--- src/rtl/mul_div_unit_if.sv ---
// Issue/result bundle between the instruction controller and the multiply/divide unit.
// Carries operation launch, MTHI/MTLO writes, and the architectural HI/LO state.
interface mul_div_if #(
  parameter int unsigned WIDTH = 32
);
  logic             start;
  logic [1:0]       op;
  logic [WIDTH-1:0] a;
  logic [WIDTH-1:0] b;
  logic             hi_we;
  logic             lo_we;
  logic [WIDTH-1:0] wdata;
  logic             busy;
  logic             done;
  logic [WIDTH-1:0] hi;
  logic [WIDTH-1:0] lo;

  modport master (
    output start, op, a, b, hi_we, lo_we, wdata,
    input  busy, done, hi, lo
  );

  modport slave (
    input  start, op, a, b, hi_we, lo_we, wdata,
    output busy, done, hi, lo
  );
endinterface

--- src/rtl/mul_div_unit.sv ---
// Iterative MULT/MULTU/DIV/DIVU unit with HI/LO: shift-add multiply, restoring divide, one bit per cycle.
// Optional EARLY_TERM_EN: zero-operand multiplies and divide-by-zero finish at the start edge.
module mul_div_unit #(
  parameter int unsigned WIDTH = 32
) (
  input logic       clk,
  input logic       reset,
  mul_div_if.slave  bus
);
  localparam int unsigned W     = WIDTH;
  localparam int unsigned CNT_W = $clog2(WIDTH + 1);

  typedef enum logic [1:0] {IDLE, RUN, DONE} state_t;

  state_t           state_q, state_d;
  logic             load, step, last;
`ifdef EARLY_TERM_EN
  logic             early;
  logic             zero_c;
`endif
  logic [CNT_W-1:0] cnt_q;
  logic             is_div_q, neg_q_q, neg_r_q, dz_q;
  logic [W-1:0]     a_q, m_q, r_q, l_q;
  logic             busy_q, done_q;
  logic [W-1:0]     hi_q, lo_q;

  // Operand magnitudes and sign flags at launch; unsigned ops never see a sign
  logic         sgn_a, sgn_b;
  logic [W-1:0] abs_a, abs_b;
  assign sgn_a = ~bus.op[0] & bus.a[W-1];
  assign sgn_b = ~bus.op[0] & bus.b[W-1];
  assign abs_a = sgn_a ? -bus.a : bus.a;
  assign abs_b = sgn_b ? -bus.b : bus.b;

`ifdef EARLY_TERM_EN
  assign zero_c = bus.op[1] ? (bus.b == '0) : ((bus.a == '0) || (bus.b == '0));
`endif

  always_ff @(posedge clk or posedge reset) begin
    if (reset) state_q <= IDLE;
    else       state_q <= state_d;
  end

  always_comb begin
    state_d = state_q;
    load    = 1'b0;
    step    = 1'b0;
    last    = 1'b0;
`ifdef EARLY_TERM_EN
    early   = 1'b0;
`endif
    case (state_q)
      IDLE, DONE: begin
        if (bus.start) begin
          load    = 1'b1;
          state_d = RUN;
`ifdef EARLY_TERM_EN
          if (zero_c) begin
            early   = 1'b1;
            state_d = DONE;
          end
`endif
        end else begin
          state_d = IDLE;
        end
      end
      RUN: begin
        step = 1'b1;
        if (cnt_q == CNT_W'(1)) begin
          last    = 1'b1;
          state_d = DONE;
        end
      end
      default: state_d = IDLE;
    endcase
  end

  // One iteration: r holds the running upper half / partial remainder, l the shifting lower half / quotient
  logic [W:0]     mul_sum;
  logic [W:0]     div_sh;
  logic [W+1:0]   div_diff;
  logic [W-1:0]   r_n, l_n;
  assign mul_sum  = {1'b0, r_q} + ({1'b0, m_q} & {(W+1){l_q[0]}});
  assign div_sh   = {r_q, l_q[W-1]};
  assign div_diff = {1'b0, div_sh} - {2'b00, m_q};
  assign r_n = is_div_q ? (div_diff[W+1] ? div_sh[W-1:0] : div_diff[W-1:0]) : mul_sum[W:1];
  assign l_n = is_div_q ? {l_q[W-2:0], ~div_diff[W+1]} : {mul_sum[0], l_q[W-1:1]};

  // Sign correction applied to the final iteration's values
  logic [2*W-1:0] prod, prod_fix;
  logic [W-1:0]   quo, rem, res_hi, res_lo;
  assign prod     = {r_n, l_n};
  assign prod_fix = neg_q_q ? -prod : prod;
  assign quo      = neg_q_q ? -l_n : l_n;
  assign rem      = neg_r_q ? -r_n : r_n;
  assign res_hi   = is_div_q ? (dz_q ? a_q : rem) : prod_fix[2*W-1:W];
  assign res_lo   = is_div_q ? (dz_q ? '1  : quo) : prod_fix[W-1:0];

  always_ff @(posedge clk or posedge reset) begin
    if (reset) begin
      cnt_q    <= '0;
      is_div_q <= 1'b0;
      neg_q_q  <= 1'b0;
      neg_r_q  <= 1'b0;
      dz_q     <= 1'b0;
      a_q      <= '0;
      m_q      <= '0;
      r_q      <= '0;
      l_q      <= '0;
    end else if (load) begin
      cnt_q    <= CNT_W'(W);
      is_div_q <= bus.op[1];
      neg_q_q  <= sgn_a ^ sgn_b;
      neg_r_q  <= sgn_a;
      dz_q     <= (bus.b == '0);
      a_q      <= bus.a;
      r_q      <= '0;
      m_q      <= bus.op[1] ? abs_b : abs_a;
      l_q      <= bus.op[1] ? abs_a : abs_b;
    end else if (step) begin
      cnt_q    <= cnt_q - CNT_W'(1);
      r_q      <= r_n;
      l_q      <= l_n;
    end
  end

  // Architectural outputs: results, early results, or MTHI/MTLO when idle and not launching
  always_ff @(posedge clk or posedge reset) begin
    if (reset) begin
      busy_q <= 1'b0;
      done_q <= 1'b0;
      hi_q   <= '0;
      lo_q   <= '0;
    end else begin
      busy_q <= (state_d == RUN);
      done_q <= (state_d == DONE);
      if (last) begin
        hi_q <= res_hi;
        lo_q <= res_lo;
      end
`ifdef EARLY_TERM_EN
      else if (early) begin
        hi_q <= bus.op[1] ? bus.a : '0;
        lo_q <= bus.op[1] ? '1 : '0;
      end
`endif
      else if ((state_q != RUN) && !bus.start) begin
        if (bus.hi_we) hi_q <= bus.wdata;
        if (bus.lo_we) lo_q <= bus.wdata;
      end
    end
  end

  assign bus.busy = busy_q;
  assign bus.done = done_q;
  assign bus.hi   = hi_q;
  assign bus.lo   = lo_q;
endmodule
--- src/flat_wrapper.sv ---
// flat-port wrapper written by rule: the top's interface ports become plain ports
module mul_div_unit_flat 
#(
  parameter int unsigned WIDTH = 32
)
  (clk, reset, bus_start, bus_op, bus_a, bus_b, bus_hi_we, bus_lo_we, bus_wdata, bus_busy, bus_done, bus_hi, bus_lo);
  mul_div_if #(.WIDTH(WIDTH)) bus_i ();
  input logic clk;
  input logic reset;
  input wire logic [$bits(bus_i.start)-1:0] bus_start;
  input wire logic [$bits(bus_i.op)-1:0] bus_op;
  input wire logic [$bits(bus_i.a)-1:0] bus_a;
  input wire logic [$bits(bus_i.b)-1:0] bus_b;
  input wire logic [$bits(bus_i.hi_we)-1:0] bus_hi_we;
  input wire logic [$bits(bus_i.lo_we)-1:0] bus_lo_we;
  input wire logic [$bits(bus_i.wdata)-1:0] bus_wdata;
  output wire logic [$bits(bus_i.busy)-1:0] bus_busy;
  output wire logic [$bits(bus_i.done)-1:0] bus_done;
  output wire logic [$bits(bus_i.hi)-1:0] bus_hi;
  output wire logic [$bits(bus_i.lo)-1:0] bus_lo;
  assign bus_i.start = bus_start;
  assign bus_i.op = bus_op;
  assign bus_i.a = bus_a;
  assign bus_i.b = bus_b;
  assign bus_i.hi_we = bus_hi_we;
  assign bus_i.lo_we = bus_lo_we;
  assign bus_i.wdata = bus_wdata;
  assign bus_busy = bus_i.busy;
  assign bus_done = bus_i.done;
  assign bus_hi = bus_i.hi;
  assign bus_lo = bus_i.lo;
  mul_div_unit #(.WIDTH(WIDTH)) u_core (.clk(clk), .reset(reset), .bus(bus_i));
endmodule
--- config.mk ---
export PLATFORM = sky130hd
export DESIGN_NAME = mul_div_unit_flat
export DESIGN_NICKNAME = d
export VERILOG_FILES = /design/src/rtl/mul_div_unit_if.sv /design/src/rtl/mul_div_unit.sv /design/src/flat_wrapper.sv
export SDC_FILE = /design/constraint.sdc
export NUM_CORES = 1
export LEC_CHECK = 0
export BUFFER_PORTS_ARGS = -buffer_cell sky130_fd_sc_hd__buf_4
export CAP_MARGIN = 20
export CORE_MARGIN = 10
export CORE_UTILIZATION = 40
export CTS_BUF_LIST = sky130_fd_sc_hd__clkbuf_16
export CTS_CLUSTER_DIAMETER = 100
export DETAILED_ROUTE_END_ITERATION = 12
export PLACE_DENSITY = 0.54
export SETUP_SLACK_MARGIN = 0.5
export SLEW_MARGIN = 10
export SYNTH_ARGS = -nofsm -noshare
export SYNTH_HDL_FRONTEND = slang
export SYNTH_SLANG_ARGS = --single-unit
--- constraint.sdc ---
create_clock -name clk -period 12.25 [get_ports clk]
set_clock_uncertainty 0.15 [all_clocks]
set_input_delay 2.45 -clock clk [delete_from_list [all_inputs] [get_ports clk]]
set_output_delay 2.45 -clock clk [all_outputs]
set_load 0.05 [all_outputs]
======== Word-level counts from Yosys, hierarchy flattened ========
Cells that the tools add are included.
storage, ports and cells
  bits in registers ....................... 206
  bits of input ports ..................... 103
  output and inout bits ................... 66
  logic and storage cells ................. 79
cells by class
  add/subtract/negate cells ............... 8
  equal/unequal tests ..................... 6
  multiplexer cells ....................... 34
  bitwise logic cells ..................... 6
  reductions and logical operators ........ 11
operators by type and width
  operator               number
  $mux W32               23
  $neg A32 Y32           4
  $mux W64               1
  $neg A64 Y64           1
  $sub A33 B32 Y34       1
  $add A32 B33 Y33       1
  $and A32 B33 Y33       1
  $logic_not A32 Y1      1
  $mux W6                2
  $reduce_bool A2 Y1     4
  $eq A6 B1 Y1 const B   1
  $mux W1                6
  $sub A6 B1 Y6 const B  1
  $eq A2 B1 Y1 const B   2
  $eq A2 B2 Y1 const B   2
  $pmux W2 S2            1
  $reduce_and A2 Y1      2
  $and A1 B1 Y1          2
  $logic_not A2 Y1       1
  $mux W2                1
  $ne A2 B1 Y1 const B   1
  $not A1 Y1             2
  $reduce_or A2 Y1       1
  $logic_and A1 B1 Y1    1
  2 further kinds        2

======== Depth between registers and ports, before layout ========
  depth in word-level cells ............... 8
  gate-level depth with buffers ........... 25
  mapped depth without buffers ............ 21

======== Worst setup path before layout ========
Ideal clock, no wire load.
  path type ............................... register to register
  from .................................... register u_core.is_div_q
  to ...................................... register u_core.hi_q[30] (netlist: u_core.bus.hi[30])
  library setup time ...................... 0.087 ns
  arrival time ............................ 5.034 ns
  required time ........................... 12.013 ns
  slack ................................... 6.979 ns
  stages on the path, launching flop included .. 21
  cell sequence ........................... dfrtp_1 -> buf_2 -> buf_2 -> buf_2 -> buf_2 -> buf_2 -> buf_2 -> buf_1 -> clkbuf_1 -> clkbuf_1 -> mux2i_1 -> ha_1 -> o21ai_0 -> nor4_1 -> nand3_1 -> nor2b_1 -> nand4_1 -> o41ai_1 -> xnor2_1 -> nand2_1 -> a22oi_1
between the ends
  cells in the longest elaborated chain, start to end .. 6
  elaborated cells on any way between the ends .. 9
ends and longest elaborated chain
  element                   line                 RTL
  start: declaration        mul_div_unit.sv:22   logic is_div_q, neg_q_q, neg_r_q, dz_q;
  start signal: assignment  mul_div_unit.sv:112  is_div_q <= bus.op[1];
  $mux W32                  mul_div_unit.sv:86   assign r_n = is_div_q ? (div_diff[W+1] ? div_sh[W-1:0] : div_diff[W-1:0]) : mul_sum[W:1];
  $neg A32 Y32              mul_div_unit.sv:95   assign rem = neg_r_q ? -r_n : r_n;
  $mux W32                  mul_div_unit.sv:95
  $mux W32                  mul_div_unit.sv:96   assign res_hi = is_div_q ? (dz_q ? a_q : rem) : prod_fix[2*W-1:W];
  $mux W32 *                mul_div_unit.sv:96
  $mux W32 *                mul_div_unit.sv:137  if (last) begin
  end signal: assignment    mul_div_unit.sv:138  hi_q <= res_hi;
  end signal: assignment    mul_div_unit.sv:148  if (bus.hi_we) hi_q <= bus.wdata;
  end: declaration          mul_div_unit.sv:25   logic [W-1:0] hi_q, lo_q;
Every way passes the cells marked *; elsewhere a longest branch is shown, timed or not.
A chain may end at the register's enable or synchronous reset.

======== Worst setup path after layout ========
  from .................................... register u_core.r_q[18]
  to ...................................... register u_core.hi_q[30] (netlist: u_core.bus.hi[30])
between the ends
  cells in the longest elaborated chain, start to end .. 8
  elaborated cells on any way between the ends .. 13
ends and longest elaborated chain
  element                   line                 RTL
  start: declaration        mul_div_unit.sv:23   logic [W-1:0] a_q, m_q, r_q, l_q;
  start signal: assignment  mul_div_unit.sv:122  r_q <= r_n;
  $sub A33 B32 Y34          mul_div_unit.sv:85   assign div_diff = {1'b0, div_sh} - {2'b00, m_q};
  $mux W32 (2 in series)    mul_div_unit.sv:86
  $neg A32 Y32              mul_div_unit.sv:95
  $mux W32                  mul_div_unit.sv:95
  $mux W32                  mul_div_unit.sv:96
  $mux W32 *                mul_div_unit.sv:96
  $mux W32 *                mul_div_unit.sv:137
Marked as above.

==> impl_metrics.xml <==
<?xml version="1.0" encoding="UTF-8"?>
<metrics>
  <group name="setup_path">
    <metric name="crit_path_max_fanout" unit="">15</metric>
    <metric name="end_kind" unit="">flop</metric>
    <metric name="cp_data_required_time" unit="ps">12560</metric>
    <metric name="criticalPathCategory" unit="">flop to flop</metric>
    <metric name="worstPathArrival" unit="ps">7060</metric>
    <metric name="crit_path_start_kind" unit="">flop</metric>
    <metric name="worstPathBufferInverterCount" unit="">2</metric>
    <metric name="critical-path-top-cell-by-count" unit="">ha_1</metric>
    <metric name="worst_path_dominant_cell_family" unit="">compound AO/OA/AOI/OAI gates</metric>
    <metric name="worstPathCellList" unit="">ha_1, nand2_1, o21ai_2, a211oi_2, o21ai_1, buf_4, nor3_1, o31ai_4, ha_1, inv_1, nor2_1, a32oi_1, a2111oi_2, nand3_1, o41ai_2, xnor2_1, a221oi_1, a22oi_1</metric>
    <metric name="crit_slowest_cell" unit="">o21ai_1</metric>
    <metric name="worst_path_largest_cell_delay" unit="ps">750</metric>
  </group>
  <group name="detailed_routing">
    <metric name="initial_drt_markers" unit="">2374</metric>
    <metric name="antenna_left" unit="">0</metric>
    <metric name="firstDrtPassIters" unit="">6</metric>
    <metric name="via_count_normalized_by_instance_count" unit="">6.322</metric>
    <metric name="via_count" unit="">19730</metric>
    <metric name="drt-total-wl" unit="um">85050</metric>
    <metric name="post-route-drc-count" unit="">0</metric>
    <metric name="detail_route.wl_per_cell" unit="um">27.25</metric>
  </group>
  <group name="yosys">
    <metric name="synth_top_area_cell" unit="">dfrtp_1</metric>
    <metric name="ys_warn_count" unit="">0</metric>
    <metric name="mapped_nets" unit="">2597</metric>
    <metric name="synth.area.top_cells" unit="">dfrtp_1, nand2_1, o21ai_0</metric>
    <metric name="post_synth.cell_area_avg" unit="um2">7.683</metric>
    <metric name="synth_top_cells_by_count" unit="">nand2_1, o21ai_0, dfrtp_1, a21oi_1, nor2_1</metric>
    <metric name="synth_async_sr_flop_share" unit="">1.000</metric>
    <metric name="synth_largest_type_area_fraction" unit="">0.2770</metric>
    <metric name="postSynthRegisterBits" unit="">206</metric>
    <metric name="syn_area" unit="um2">18610</metric>
    <metric name="ys_types" unit="">100</metric>
    <metric name="synth_enable_flop_cells" unit="">0</metric>
    <metric name="synth_ff_type" unit="">dfrtp_1</metric>
    <metric name="seq_area_frac_synth" unit="">0.2770</metric>
    <metric name="yosysMostFrequentCell" unit="">nand2_1</metric>
    <metric name="post_synth_inst_count" unit="">2422</metric>
  </group>
  <group name="status">
    <metric name="result_of_the_run" unit="">complete, no violations</metric>
  </group>
  <group name="clock_network">
    <metric name="clock_tree.buffer_depth" unit="">3</metric>
    <metric name="clock_sinks" unit="">206</metric>
    <metric name="cts.hold.buffers_added" unit="">0</metric>
    <metric name="cts-resized-gates" unit="">0</metric>
    <metric name="cts_max_level" unit="">1</metric>
    <metric name="count_of_buffers_added_by_post_cts_timing_repair_for_setup" unit="">0</metric>
    <metric name="worst_skew_pair.late_latency" unit="ps">610</metric>
    <metric name="cts_tree" unit="">built</metric>
    <metric name="cts.root.buffer_cell" unit="">clkbuf_16</metric>
    <metric name="clk_pin_slew_worst_paths" unit="ps">70</metric>
    <metric name="cts_buffers" unit="">28</metric>
  </group>
  <group name="die">
    <metric name="io_pins" unit="">169</metric>
    <metric name="die_width" unit="um">235.7</metric>
    <metric name="die_h" unit="um">235.7</metric>
    <metric name="initial_utilization" unit="">0.4074</metric>
    <metric name="die_area" unit="um2">55550</metric>
    <metric name="core" unit="um2">45670</metric>
    <metric name="core.rowCount" unit="">78</metric>
  </group>
  <group name="sta">
    <metric name="report.final.setup_viol" unit="">0</metric>
    <metric name="tightestPinTransition" unit="ps">1100</metric>
    <metric name="fin_setup_tns" unit="ps">0</metric>
    <metric name="clock.fmax" unit="MHz">148.1</metric>
    <metric name="grt_setup_unrepaired" unit="">no</metric>
    <metric name="slew-limit-headroom" unit="">0.2646</metric>
    <metric name="finalHoldViolCount" unit="">0</metric>
    <metric name="final_number_of_max_transition_violations" unit="">0</metric>
    <metric name="finalCriticalPeriod" unit="ps">6752</metric>
    <metric name="finalCritPeriodShare" unit="">0.5512</metric>
  </group>
  <group name="cells_and_area">
    <metric name="design_area" unit="um2">21220</metric>
    <metric name="finalNetCount" unit="">2674</metric>
    <metric name="drive_above_1_share" unit="">0.1190</metric>
    <metric name="flow.area_growth_from_synthesis" unit="%">14.05</metric>
  </group>
  <group name="power">
    <metric name="leakage" unit="uW">0.008700</metric>
    <metric name="power_per_cell_area" unit="nW/um2">241.4</metric>
    <metric name="total_power" unit="uW">5123</metric>
    <metric name="power.ir.vdd_worst" unit="V">0.0001123</metric>
  </group>
  <group name="global_route">
    <metric name="grt_antenna_before_repair" unit="">4</metric>
    <metric name="grt_start_max_net_pins" unit="">118</metric>
    <metric name="grt_overflow_total" unit="">0</metric>
    <metric name="grt_first_pass_wirelength" unit="um">124600</metric>
    <metric name="grtUsageTotal" unit="">0.2906</metric>
    <metric name="number_of_global_route_vias_before_repair" unit="">18380</metric>
  </group>
  <group name="placement">
    <metric name="io_buffers" unit="">168</metric>
    <metric name="gp_congestion" unit="">0.9831</metric>
    <metric name="post_dp_cell_area" unit="um2">20250</metric>
    <metric name="dpl.hpwl" unit="um">66430</metric>
  </group>
  <group name="job">
    <metric name="maxCapViolations" unit="">0</metric>
  </group>
  <group name="worst_hold_path">
    <metric name="hold_path_class" unit="">flop to flop</metric>
  </group>
</metrics>
final timing paths:
path | startpoint | end | slack (ps) | cells after the start
min in group asynchronous | reset | u_core.r_q[11]$_DFFE_PP0P_ | 1760 | 2
min | u_core.a_q[20]$_DFFE_PP0P_ | u_core.a_q[20]$_DFFE_PP0P_ | 330 | 2
max reg2reg | u_core.r_q[18]$_DFFE_PP0P_ | u_core.bus.hi[30]$_DFFE_PP0P_ | 5500 | 18
max in group asynchronous | reset | u_core.bus.hi[19]$_DFFE_PP0P_ | 8210 | 5
min reg2reg | u_core.a_q[20]$_DFFE_PP0P_ | u_core.a_q[20]$_DFFE_PP0P_ | 330 | 2
max | u_core.r_q[18]$_DFFE_PP0P_ | u_core.bus.hi[30]$_DFFE_PP0P_ | 5500 | 18
routing by layer:
layer | GRT usage | vias up | part of all wire
met3 | 0.06447 | 135 | 0.097
li1 | - | 8972 | -
met2 | 0.4346 | 922 | 0.43
met1 | 0.4094 | 9703 | 0.44
met4 | 0.08309 | 0 | 0.031
met5 | 0 | - | 0
report_power, final:
group	switching (uW)	internal (uW)	total, uW
Combinational	2140	1130	3260
Clock	357	502	859
Sequential	193	809	1000
state kept, by name, summed over array words and instances (netlist names):
register         flops
u_core.l_q          32
u_core.bus.lo       32
u_core.bus.done      1
u_core.neg_r_q       1
u_core.bus.hi       32
u_core.dz_q          1
u_core.m_q          32
u_core.r_q          32
u_core.a_q          32
u_core.is_div_q      1
u_core.cnt_q         6
u_core.state_q       2
u_core.neg_q_q       1
u_core.bus.busy      1
cell usage in the layout, fill, tap and decap left out, types with 13 or more instances in the layout:
cell         n
a211oi_1    24
a21o_1      32
a21oi_1    187
a221o_1     13
a22o_1      16
a22oi_1     25
a31oi_1     36
and2_1      47
and3_1      13
buf_4      199
clkbuf_16   28
dfrtp_1    205
ha_1        70
inv_1       67
mux2i_1     69
nand2_1    359
nand2b_1    29
nand3_1     47
nand4_1     29
nor2_1     172
nor2b_1     19
nor3_1      62
nor4_1      13
o211ai_1    54
o21a_1      19
o21ai_0    219
o21ai_1     13
o221ai_1    14
o31ai_1     22
o41ai_1     14
or3_1       25
xnor2_1    111
xor2_1      57
metrics by stage:
step | hold slack [ps] | setup WS (ps) | util | instances
5_1_grt | 345.1 | 5208 | 0.4646 | 3120
3_5_place_dp | 314.9 | 5828 | 0.4434 | 3068
6_report | 329.8 | 5498 | 0.4647 | 3121
2_1_floorplan | 286.9 | 4026 | - | 2422
4_1_cts | 328.5 | 5813 | 0.4640 | 3119
3_3_place_gp | 301.5 | 5785 | 0.4433 | 3068
cells by family after synthesis:
kind of cell / count (synthesis) / share of synthesized area
mux: 74 / 0.04014
flops: 206 / 0.2770
simple gates: 893 / 0.2310
xor+xnor: 168 / 0.07907
compound gates: 790 / 0.2757
buf+inv: 219 / 0.04787
fa+ha+maj: 72 / 0.04922
tightest hold or removal path, cell delays in order (launching register included):
cell,delay (ps)
dfrtp_1,340
nand2_1,50
nand2_1,50
layout make-up:
type                    instances  area, um2
fillers                      4654      24450
multi-input cells            1997      12590
flip-flops and latches        206       5159
repair buffers                200       1521
well taps                     600      750.7
clock buffers                  28      700.7
inverters                      66      255.2
clock inverters                23      240.2
diodes                          1      2.502
(Power assumes the default switching activity.)
